$ cat config.mk
export PLATFORM = sky130hd
export DESIGN_NAME = uart_tx_arbiter
export DESIGN_NICKNAME = d
export VERILOG_FILES = /design/src/rtl/uart_tx_arbiter.sv
export SDC_FILE = /design/constraint.sdc
export NUM_CORES = 1
export LEC_CHECK = 0
export ABC_AREA = 1
export BUFFER_PORTS_ARGS = -buffer_cell sky130_fd_sc_hd__buf_2
export CORE_MARGIN = 2
export CORE_UTILIZATION = 40
export DETAILED_ROUTE_END_ITERATION = 8
export PLACE_DENSITY = 0.69
export SETUP_SLACK_MARGIN = 0.3
export SLEW_MARGIN = 20
export SYNTH_ARGS = -nofsm -noshare
export SYNTH_HDL_FRONTEND = slang
export SYNTH_SLANG_ARGS = --single-unit
export TNS_END_PERCENT = 1
$ cat constraint.sdc
create_clock -name CLK -period 1.88 [get_ports CLK]
set_input_delay 0.376 -clock CLK [delete_from_list [all_inputs] [get_ports CLK]]
set_output_delay 0.376 -clock CLK [all_outputs]
set_load 0.005 [all_outputs]
$ cat src/rtl/uart_tx_arbiter.sv
// Round-robin byte arbiter feeding one UART transmitter, with per-packet lock.
// Optional idle-lock release timer enabled by defining ARB_TIMEOUT_EN.
module uart_tx_arbiter #(
  parameter int          NUM_REQ = 2,
  parameter logic [19:0] TIMEOUT = 20'd1000000
) (
  input  logic                 CLK,
  input  logic                 RST_N,
  input  logic [NUM_REQ-1:0]   req_valid,
  input  logic [8*NUM_REQ-1:0] req_data,
  input  logic [NUM_REQ-1:0]   req_last,
  output logic [NUM_REQ-1:0]   req_ack,
  output logic [NUM_REQ-1:0]   grant,
  output logic                 tx_send,
  output logic [7:0]           tx_data,
  input  logic                 tx_ready,
  output logic                 busy,
  output logic                 timeout
);

  localparam int IW = $clog2(NUM_REQ);

  typedef enum logic [1:0] {
    IDLE,
    LOAD,
    SETTLE,
    WAIT_RDY
  } state_t;

  state_t          r_state;
  state_t          w_next;
  logic            r_lock;
  logic            r_last;
  logic [IW-1:0]   r_owner;
  logic [IW-1:0]   r_rr_ptr;
  logic [7:0]      r_tx_data;

  logic [IW-1:0]   w_cand;
  logic [IW-1:0]   w_pick;
  logic            w_found;
  logic [IW-1:0]   w_sel;
  logic            w_elig;
  logic            w_start;
  logic            w_release;
  logic            w_expire;
  logic [7:0]      w_data;

  // First valid requester after the round-robin pointer, wrapping.
  always_comb begin
    w_found = 1'b0;
    w_pick  = '0;
    w_cand  = '0;
    for (int k = 1; k <= NUM_REQ; k++) begin
      if (int'(r_rr_ptr) + k >= NUM_REQ)
        w_cand = IW'(int'(r_rr_ptr) + k - NUM_REQ);
      else
        w_cand = IW'(int'(r_rr_ptr) + k);
      if (!w_found && req_valid[w_cand]) begin
        w_found = 1'b1;
        w_pick  = w_cand;
      end
    end
  end

  assign w_sel     = r_lock ? r_owner : w_pick;
  assign w_elig    = r_lock ? req_valid[r_owner] : w_found;
  assign w_start   = (r_state == IDLE) && tx_ready && w_elig;
  assign w_release = (r_state == WAIT_RDY) && tx_ready && r_last;
  assign w_data    = req_data[{w_sel, 3'b000} +: 8];

  always_comb begin
    w_next = r_state;
    unique case (r_state)
      IDLE:     if (w_start) w_next = LOAD;
      LOAD:     w_next = SETTLE;
      SETTLE:   w_next = WAIT_RDY;
      WAIT_RDY: if (tx_ready) w_next = IDLE;
      default:  w_next = IDLE;
    endcase
  end

  always_ff @(posedge CLK or negedge RST_N) begin
    if (!RST_N) begin
      r_state   <= IDLE;
      r_lock    <= 1'b0;
      r_last    <= 1'b0;
      r_owner   <= '0;
      r_rr_ptr  <= IW'(NUM_REQ - 1);
      r_tx_data <= 8'h00;
    end else begin
      r_state <= w_next;
      if (w_start) begin
        r_lock    <= 1'b1;
        r_owner   <= w_sel;
        r_last    <= req_last[w_sel];
        r_tx_data <= w_data;
      end else if (w_release || w_expire) begin
        r_lock   <= 1'b0;
        r_rr_ptr <= r_owner;
      end
    end
  end

`ifdef ARB_TIMEOUT_EN
  logic [19:0] r_cnt;
  logic        r_timeout;
  logic        w_idle_wait;

  // Owner holds the lock but has stopped presenting bytes.
  assign w_idle_wait = (r_state == IDLE) && r_lock &&
                       !req_valid[r_owner];
  assign w_expire    = w_idle_wait &&
                       (r_cnt == TIMEOUT - 20'd1);

  always_ff @(posedge CLK or negedge RST_N) begin
    if (!RST_N) begin
      r_cnt     <= '0;
      r_timeout <= 1'b0;
    end else begin
      r_timeout <= w_expire;
      if (w_idle_wait && !w_expire)
        r_cnt <= r_cnt + 20'd1;
      else
        r_cnt <= '0;
    end
  end

  assign timeout = r_timeout;
`else
  logic w_unused_timeout;

  assign w_unused_timeout = ^TIMEOUT;
  assign w_expire         = 1'b0;
  assign timeout          = 1'b0;
`endif

  assign grant   = r_lock ? (NUM_REQ'(1) << r_owner) : '0;
  assign tx_send = (r_state == LOAD);
  assign req_ack = tx_send ? grant : '0;
  assign tx_data = r_tx_data;
  assign busy    = (r_state != IDLE) || r_lock;

endmodule

==> results of run 1 <==
## cell usage after synthesis, drive strengths merged
| cell type | number | area (sq um) |
|---|---|---|
| nand3 | 11 | 67.57 |
| conb | 1 | 3.750 |
| and3 | 1 | 6.260 |
| ha | 5 | 62.56 |
| o21ai | 4 | 31.28 |
| buf | 5 | 46.29 |
| dfrtp | 13 | 325.3 |
| dfstp | 1 | 26.28 |
| inv | 10 | 37.54 |
| nor2 | 3 | 11.26 |
| nand2 | 63 | 274.0 |
| a21oi | 1 | 16.27 |
| or2 | 1 | 6.260 |
## path summary, 6_finish.rpt
check	slack (ps)	end
setup / recovery	320	busy
hold / removal	370	r_last
setup reg to reg	410	r_state[0]
hold reg to reg	480	r_rr_ptr
max in group asynchronous	1100	r_rr_ptr
min in group asynchronous	500	r_owner
## worst max-delay path, stage by stage, from the launching register on
cell,delay [ps]
dfrtp_1,440
inv_2,80
ha_2,200
nand2_1,60
buf_2,120
## cells in the final DEF, fill, tap and decap left out
cell type / synthesis / layout
a21oi_4: 1 / 1
and3_1: 1 / 1
buf_2: 1 / 36
buf_4: 1 / 5
buf_6: 3 / 1
clkbuf_4: 0 / 3
clkbuf_8: 0 / 1
conb_1: 1 / 1
dfrtp_1: 13 / 13
dfstp_2: 1 / 1
dlygate4sd3_1: 0 / 1
ha_1: 5 / 3
ha_2: 0 / 1
ha_4: 0 / 1
inv_1: 8 / 6
inv_2: 2 / 4
nand2_1: 52 / 52
nand2_2: 9 / 9
nand2_4: 2 / 2
nand3_1: 10 / 10
nand3_4: 1 / 1
nor2_1: 3 / 2
nor2_2: 0 / 1
o21ai_1: 1 / 1
o21ai_2: 3 / 3
or2_2: 1 / 1
## state kept, by name, summed over array words and instances, names as in the netlist
| signal | cells |
|---|---|
| r_state | 2 |
| r_lock | 1 |
| tx_data | 8 |
| r_owner | 1 |
| r_last | 1 |
| r_rr_ptr | 1 |
## stage by stage
stage          hold slack (ps)  total power, W
6_report                 365.7        0.001757
5_1_grt                  371.8        0.001938
4_1_cts                  362.5        0.001745
3_5_place_dp             296.6        0.001427
3_3_place_gp             285.1        0.001382
2_1_floorplan            80.41        0.001175
## power by group through the flow
stage                     clock (W)  combinational [W]  sequential [W]
after floorplan                   0           0.000640        0.000535
after global placement            0           0.000845        0.000537
after detailed placement          0           0.000886        0.000541
after CTS                  0.000230           0.000976        0.000538
after global routing       0.000246            0.00114        0.000554
final                      0.000226           0.000993        0.000538
## logic make-up after synthesis
group	synth area share
other	0.004100
AND/OR/NAND/NOR	0.3995
flip-flops	0.3844
AO/OA/AOI/OAI	0.05199
adder cells (fa/ha/maj)	0.06840
buffers and inverters	0.09165
## layer usage
layer | track usage | part of all wire | wire length [um] | up-vias
met5 | 0 | 0 | 0 | -
met4 | 0.06579 | 0.0067 | 14 | 0
met3 | 0.03448 | 0.032 | 66 | 2
met2 | 0.2869 | 0.54 | 1124 | 18
met1 | 0.2224 | 0.42 | 887 | 397
li1 | - | - | - | 450
## area by class of cell
class / count / share of cell area
Multi-Input combinational cell: 90 / 0.4153
Sequential cell: 14 / 0.2939
Timing Repair Buffer: 43 / 0.1998
Inverter: 10 / 0.03138
Clock buffer: 4 / 0.03033
Tap cell: 28 / 0.02929
## timing repair
item,4_1_cts,5_1_grt
setup endpoints to repair,4,5
endpoints found under the hold margin,13,0
hold buffers,1,0
buffers inserted,4,1
pin swaps,1,1
resized for setup,5,2
==> run_results.csv, run 1 <==
group,metric,value,unit
status,status,"completed",
timing,setup_ws,319.5,ps
power_and_ir_drop,intPower,0.001004,W
critical_path,crit_type,"register to output pin",
power_and_ir_drop,power_frac_comb,0.565,
power_and_ir_drop,peakVddDrop,710.1,uV
global_routing,overflow,0,
timing,fmax,0.6408,GHz
power_and_ir_drop,power_frac_clock,0.129,
global_routing,grt_pass1_wl,3443,um
worst_hold_path,hold_class,"input port to register",
timing,rsz0062_at_grt,"true",
die,core-area,2191,sq um
route,drt.antenna.violating_nets,0,
synth,synth-seq-cells,14,
global_routing,first_global_vias,764,
synth,postSynthCellCount,119,
place,pre_cts_slack,334.4,ps
finish,design_area,1196,sq um
die,die_h,51.82,um
route,drtPass1Iterations,4,
die,rows,17,
timing,timing.final.crit_share,0.8300,
power_and_ir_drop,powerDensity,1469,nW/um^2
place,io_buffers,36,
synth,ys.warnings.count,0,
timing,slew_violations,0,
run,maxCapViolCount,0,
timing,fin_setup_tns,0,ps
route,drc_errors,0,
timing,min_period,1560,ps
clock_network,cts_made_buffers,3,
global_routing,grt_usage,0.1739,
finish,stdcell_count,189,
finish,fillers,210,
finish,drive_gt1_frac,0.4410,
critical_path,r2r_cells,9,
die,die_w,51.82,um
power_and_ir_drop,seqPwrFrac,0.306,
global_routing,grt_max_degree,15,
power_and_ir_drop,switching_share,0.4288,
route,routed_wl,2093,um
place,place.gp.congestion,0.7592,
clock_network,clk_pin_slew,90,ps
global_routing,antenna_found_initial,0,
finish,fin_nets,190,
synth,synth_cell_type_count,20,
finish,final_core_util,0.5460,
die,start_util,0.4175,
clock_network,clock_sinks,14,
die,top_level_ports,38,
synth,ys_seq_area_frac,0.3844,
timing,final-setup-viol-count,0,
clock_network,cts_tree,"built",
clock_network,clockBufferDepth,2,
critical_path,timing.rr.start,"r_state[0]",
critical_path,worstSetupStartpointType,"register",
critical_path,crit_path_end_kind,"output pin",
synth,syn_nets,147,
place,place_hpwl,1618,um
power_and_ir_drop,p_sw,0.0007534,W
critical_path,cp.arrival,1180,ps
finish,diodes,0,
place,dp.cells,179,
synth,syn_area_per_cell,7.686,sq um
critical_path,crit_start,"r_state[0]",
die,die-area,2685,sq um
synth,synth_area,914.6,sq um
timing,finalClockSkew,2.048,ps
power_and_ir_drop,power_leakage,0.6976,nW
clock_network,clk_latency,280,ps
place,place_area,1091,sq um
route,wl_per_cell,11.07,um
route,vias_per_cell,4.587,
critical_path,worstPathRequired,1500,ps
clock_network,ctsHtreeMaxLevel,1,
route,drt-initial-drc-count,14,
critical_path,path_max_fanout,3,
clock_network,cts_root_buf,"clkbuf_4",
finish,area_growth,30.78,%
timing,hold_viol,0,
route,num_vias,867,
finish,multi_input_area,496.7,sq um
worst_hold_path,whs_path_depth,3,
worst_hold_path,hold_start,"req_last[0]",
finish,regArea,351.6,sq um
No activity file was read; power rests on OpenSTA's default activity.
==> inputs of run 2 (changes only) <==
==> constraint.sdc (replaced) <==
create_clock -name CLK -period 1.55 [get_ports CLK]
set_input_delay 0.31 -clock CLK [delete_from_list [all_inputs] [get_ports CLK]]
set_output_delay 0.31 -clock CLK [all_outputs]
set_load 0.005 [all_outputs]
==> run 2 against run 1 <==
Effect of this change:
- critical path depth unchanged
- cell area up 2.1%
- register-to-register slack worse by 290 ps
- critical path type unchanged
- global-route usage about the same
- core utilization up 1.1 points
==> run_results.csv, run 2 (synthesis results as in run 1) <==
group,metric,value,unit
die,rows,17,
worst_hold_path,hold_start,"req_last[0]",
finish,stdcell_count,189,
place,place_hpwl,1560,um
global_routing,first_global_vias,787,
clock_network,cts_made_buffers,3,
global_routing,overflow,0,
route,wl_per_cell,11.25,um
finish,final_cell_mix,"49 x nand2_1, 36 x buf_2, 12 x dfrtp_1, 11 x nand2_2, 10 x nand3_1",
critical_path,r2r_slack,120,ps
run,maxCapViolCount,0,
route,drtPass1Iterations,4,
clock_network,ctsHtreeMaxLevel,1,
critical_path,cp.arrival,1200,ps
timing,min_period,1506,ps
critical_path,path_max_fanout,3,
critical_path,worstSetupStartpointType,"register",
worst_hold_path,hold_class,"input port to register",
timing,rsz0062_at_grt,"true",
clock_network,clockBufferDepth,2,
finish,area_growth,33.52,%
critical_path,timing.rr.start,"r_state[1]",
critical_path,crit_path_end_kind,"output pin",
power_and_ir_drop,p_sw,0.0009511,W
die,top_level_ports,38,
place,pre_cts_slack,32.90,ps
critical_path,crit_type,"register to output pin",
power_and_ir_drop,power_frac_comb,0.578,
place,io_buffers,36,
power_and_ir_drop,power_frac_clock,0.125,
die,die_w,51.82,um
route,drt-initial-drc-count,9,
worst_hold_path,min_to,"r_last",
timing,fmax,0.6639,GHz
place,place.gp.congestion,0.7856,
clock_network,cts_root_buf,"clkbuf_4",
global_routing,antenna_found_initial,0,
timing,final-setup-viol-count,0,
worst_hold_path,whs_path_depth,3,
power_and_ir_drop,intPower,0.001260,W
power_and_ir_drop,power_leakage,0.7050,nW
power_and_ir_drop,switching_share,0.4301,
die,core-area,2191,sq um
critical_path,regToRegEndpoint,"r_state[0]",
status,status,"completed",
place,dp.cells,179,
route,routed_wl,2126,um
power_and_ir_drop,seqPwrFrac,0.298,
clock_network,clk_latency,290,ps
timing,holdWs,282.5,ps
die,die-area,2685,sq um
clock_network,clock_sinks,14,
route,num_vias,878,
route,drt.antenna.violating_nets,0,
finish,fin_nets,190,
die,start_util,0.4175,
timing,finalClockSkew,6.557,ps
critical_path,worstPathRequired,1240,ps
timing,slew_violations,0,
route,drc_errors,0,
global_routing,grt_max_degree,15,
global_routing,grt_pass1_wl,3450,um
finish,largest_reg_flops,8,
route,vias_per_cell,4.646,
global_routing,grt_usage,0.1740,
timing,timing.final.crit_share,0.9717,
die,die_h,51.82,um
power_and_ir_drop,powerDensity,1811,nW/um^2
finish,drive_gt1_frac,0.4783,
finish,final_common_cell,"nand2_1",
finish,diodes,0,
finish,final_core_util,0.5574,
timing,setup_ws,43.80,ps
critical_path,r2r_cells,7,
clock_network,clk_pin_slew,100,ps
timing,hold_viol,0,
clock_network,cts_tree,"built",
power_and_ir_drop,peakVddDrop,795.3,uV
==> run 2: cell counts in the layout (fill, tap and decap cells not counted) <==
No cell type changed its count.
==> run 2: worst max path at each step <==
stage | start | endpoint | slack (ps) | cells after the start
6_report | r_state[0] | busy | 40 | 4
5_1_grt | r_lock | req_ack[1] | -20 | 4
2_1_floorplan | r_state[1] | r_last | 300 | 8
3_5_place_dp | r_state[1] | r_state[1] | 30 | 9
4_1_cts | r_state[1] | req_ack[1] | 60 | 5
3_3_place_gp | r_state[1] | r_state[1] | 130 | 9
==> run 2: what timing repair did <==
action | 4_1_cts | 5_1_grt
hold buffers | 1 | 0
hold endpoints to repair | 13 | 0
resized for setup | 7 | 7
setup buffers | 4 | 1
endpoints found under the setup margin | 20 | 20
pin swaps | 3 | 3
==> run 2: through the flow <==
step                      total power (W)  TNS (ps)  cell area [sq um]
after detailed placement         0.001727         0               1094
after CTS                        0.002152         0               1197
final                            0.002211         0               1221
after global placement           0.001684         0               1094
after floorplan                  0.001433         0              917.1
after global routing             0.002424    -19.88               1221
==> run 2: critical path, stage by stage (launching register included) <==
cell and delay [ps]:
dfrtp_2 450, inv_2 110, ha_4 160, nand2_1 60, buf_2 120
==> run 2: per-layer routing <==
| layer | share of wire | global-route usage | vias to the layer above |
|---|---|---|---|
| met5 | 0 | 0 | - |
| met4 | 0.016 | 0.07895 | 0 |
| met3 | 0.039 | 0.02586 | 4 |
| met2 | 0.54 | 0.3017 | 20 |
| met1 | 0.41 | 0.2101 | 409 |
| li1 | - | - | 445 |
==> run 2: cell type report <==
type	count	area (sq um)
inverter	10	37.54
tap	28	35.03
sequential	14	352.8
timing repair buffer	43	242.7
multi-input combinational	90	516.7
fill	218	969.7
clock buffer	4	36.28
==> run 2: power groups by stage <==
stage          Sequential [W]  Combinational (W)  Clock, W
2_1_floorplan        0.000652           0.000781         0
3_3_place_gp         0.000657            0.00103         0
3_5_place_dp         0.000657            0.00107         0
4_1_cts              0.000651            0.00122  0.000284
5_1_grt              0.000677            0.00145  0.000298
6_report             0.000658            0.00128  0.000275
==> inputs of run 3 (changes only) <==
==> constraint.sdc (replaced) <==
create_clock -name CLK -period 1.55 [get_ports CLK]
set_input_delay 0.155 -clock CLK [delete_from_list [all_inputs] [get_ports CLK]]
set_output_delay 0.155 -clock CLK [all_outputs]
set_load 0.005 [all_outputs]
==> run 3 against run 2 <==
Effect of this change:
- sequential cell count is the same
- via count grew 0.68%
- global-route usage grew 0.61 points
- register-to-register slack gained 80 ps
- largest power group unchanged
- highest routed layer unchanged
==> run_results.csv, run 3 (synthesis results as in run 1) <==
group,metric,value,unit
status,status,"completed",
critical_path,worstSetupStartpointType,"register",
route,drt.antenna.violating_nets,0,
place,place.gp.congestion,0.7856,
global_routing,first_global_vias,799,
die,die-area,2685,sq um
power_and_ir_drop,switching_share,0.4246,
global_routing,overflow,0,
worst_hold_path,min_to,"r_last",
critical_path,regToRegEndpoint,"r_state[0]",
critical_path,critPathMaxStageDelay,420,ps
place,dp.cells,179,
finish,final_cell_mix,"51 x nand2_1, 36 x buf_2, 13 x dfrtp_1, 9 x nand2_2, 9 x nand3_1",
route,drtPass1Iterations,4,
clock_network,cts_tree,"built",
route,routed_wl,2175,um
worst_hold_path,whs_path_depth,3,
critical_path,cp_cell_sequence,"nand2_2 -> buf_6 -> nor2_1 -> buf_2",
place,place_area,1094,sq um
power_and_ir_drop,intPower,0.001300,W
power_and_ir_drop,p_sw,0.0009589,W
run,maxCapViolCount,0,
finish,final_common_cell,"nand2_1",
timing,fmax,0.7396,GHz
finish,fillers,207,
global_routing,grt_max_degree,15,
clock_network,clock_sinks,14,
die,rows,17,
critical_path,cp_top_family,"flip-flops",
timing,hold_viol,0,
finish,largest_reg_flops,8,
global_routing,grt_pass1_wl,3525,um
timing,fin_setup_tns,0,ps
power_and_ir_drop,peakVddDrop,802.2,uV
global_routing,grt_usage,0.1800,
place,io_buffers,36,
power_and_ir_drop,powerDensity,1777,nW/um^2
finish,design_area,1271,sq um
timing,slew_violations,0,
power_and_ir_drop,power_frac_comb,0.589,
critical_path,crit_type,"register to output pin",
critical_path,crit_path_end_kind,"output pin",
route,drc_errors,0,
place,place_hpwl,1560,um
worst_hold_path,hold_class,"input port to register",
die,start_util,0.4175,
route,drt-initial-drc-count,12,
critical_path,cp.arrival,1200,ps
clock_network,cts_made_buffers,3,
critical_path,path_max_fanout,11,
critical_path,worstPathRequired,1390,ps
die,die_h,51.82,um
route,wl_per_cell,11.27,um
timing,finalClockSkew,1.242,ps
die,core-area,2191,sq um
finish,area_growth,38.99,%
clock_network,clockBufferDepth,2,
critical_path,r2r_cells,6,
clock_network,ctsHtreeMaxLevel,1,
timing,min_period,1352,ps
die,top_level_ports,38,
timing,final-setup-viol-count,0,
timing,timing.final.crit_share,0.8723,
worst_hold_path,hold_start,"req_last[0]",
timing,rsz0062_at_grt,"true",
critical_path,cpMaxStageDelayCell,"dfrtp_1",
global_routing,antenna_found_initial,0,
die,die_w,51.82,um
clock_network,clk_pin_slew,90,ps
finish,drive_gt1_frac,0.4727,
power_and_ir_drop,seqPwrFrac,0.288,
route,vias_per_cell,4.580,
critical_path,r2r_slack,200,ps
route,num_vias,884,
power_and_ir_drop,power_leakage,0.7353,nW
finish,diodes,0,
clock_network,clk_latency,290,ps
finish,stdcell_count,193,
critical_path,cp_num_buf_inv,2,
finish,fin_nets,194,
clock_network,cts_root_buf,"clkbuf_4",
power_and_ir_drop,power_frac_clock,0.123,
critical_path,timing.rr.start,"r_state[0]",
run 3: worst register-to-register path: stages, from the launching register on:
cell	delay, ps
dfrtp_1	430
inv_2	90
buf_4	140
ha_1	180
or2_2	280
nand3_2	80
nand2_1	50
run 3: stage by stage:
stage | hold slack, ps | util | setup WS, ps | power [W]
after floorplan | -140.6 | - | 303.2 | 0.001433
after global placement | 63.21 | 0.4991 | 133.7 | 0.001684
after detailed placement | 76.03 | 0.4991 | 32.90 | 0.001727
after CTS | 125.5 | 0.5734 | 209.2 | 0.002223
after global routing | 127.2 | 0.5802 | 147.2 | 0.002461
final | 132.6 | 0.5802 | 197.9 | 0.002258
run 3: what timing repair did:
item,4_1_cts,5_1_grt
endpoints found under the setup margin,19,20
gates resized for setup,8,2
hold buffers,1,0
hold endpoints to repair,13,0
pin swaps,4,1
setup buffers,8,1
run 3: per-layer routing:
metal | track usage | up-vias | routed length (um)
met3 | 0.02586 | 4 | 73
met2 | 0.3122 | 18 | 1163
met1 | 0.2192 | 405 | 908
met5 | 0 | - | 0
met4 | 0.07895 | 0 | 29
li1 | - | 457 | -
run 3: power groups by stage:
stage / Clock (W) / Sequential [W] / Combinational [W]
floorplan: 0 / 0.000652 / 0.000781
global placement: 0 / 0.000657 / 0.00103
detailed placement: 0 / 0.000657 / 0.00107
CTS: 0.000284 / 0.000649 / 0.00129
global route: 0.000298 / 0.000671 / 0.00149
finish: 0.000277 / 0.000651 / 0.00133
run 3: cell type report:
| cell class | count | area (sq um) | area share |
|---|---|---|---|
| Sequential cell | 14 | 351.6 | 0.2766 |
| Tap cell | 28 | 35.03 | 0.02756 |
| Inverter | 10 | 37.54 | 0.02953 |
| Clock buffer | 4 | 36.28 | 0.02854 |
| Multi-Input combinational cell | 90 | 516.7 | 0.4065 |
| Timing Repair Buffer | 47 | 294.0 | 0.2313 |
run 3: how the worst max path moves through the flow:
| stage | slack (ps) | startpoint | to | depth (start not counted) |
|---|---|---|---|---|
| finish | 200 | r_lock | req_ack[1] | 4 |
| global route | 150 | r_state[1] | req_ack[1] | 5 |
| CTS | 210 | r_state[1] | req_ack[1] | 5 |
| detailed placement | 30 | r_state[1] | r_state[1] | 9 |
| global placement | 130 | r_state[1] | r_state[1] | 9 |
| floorplan | 300 | r_state[1] | r_last | 8 |
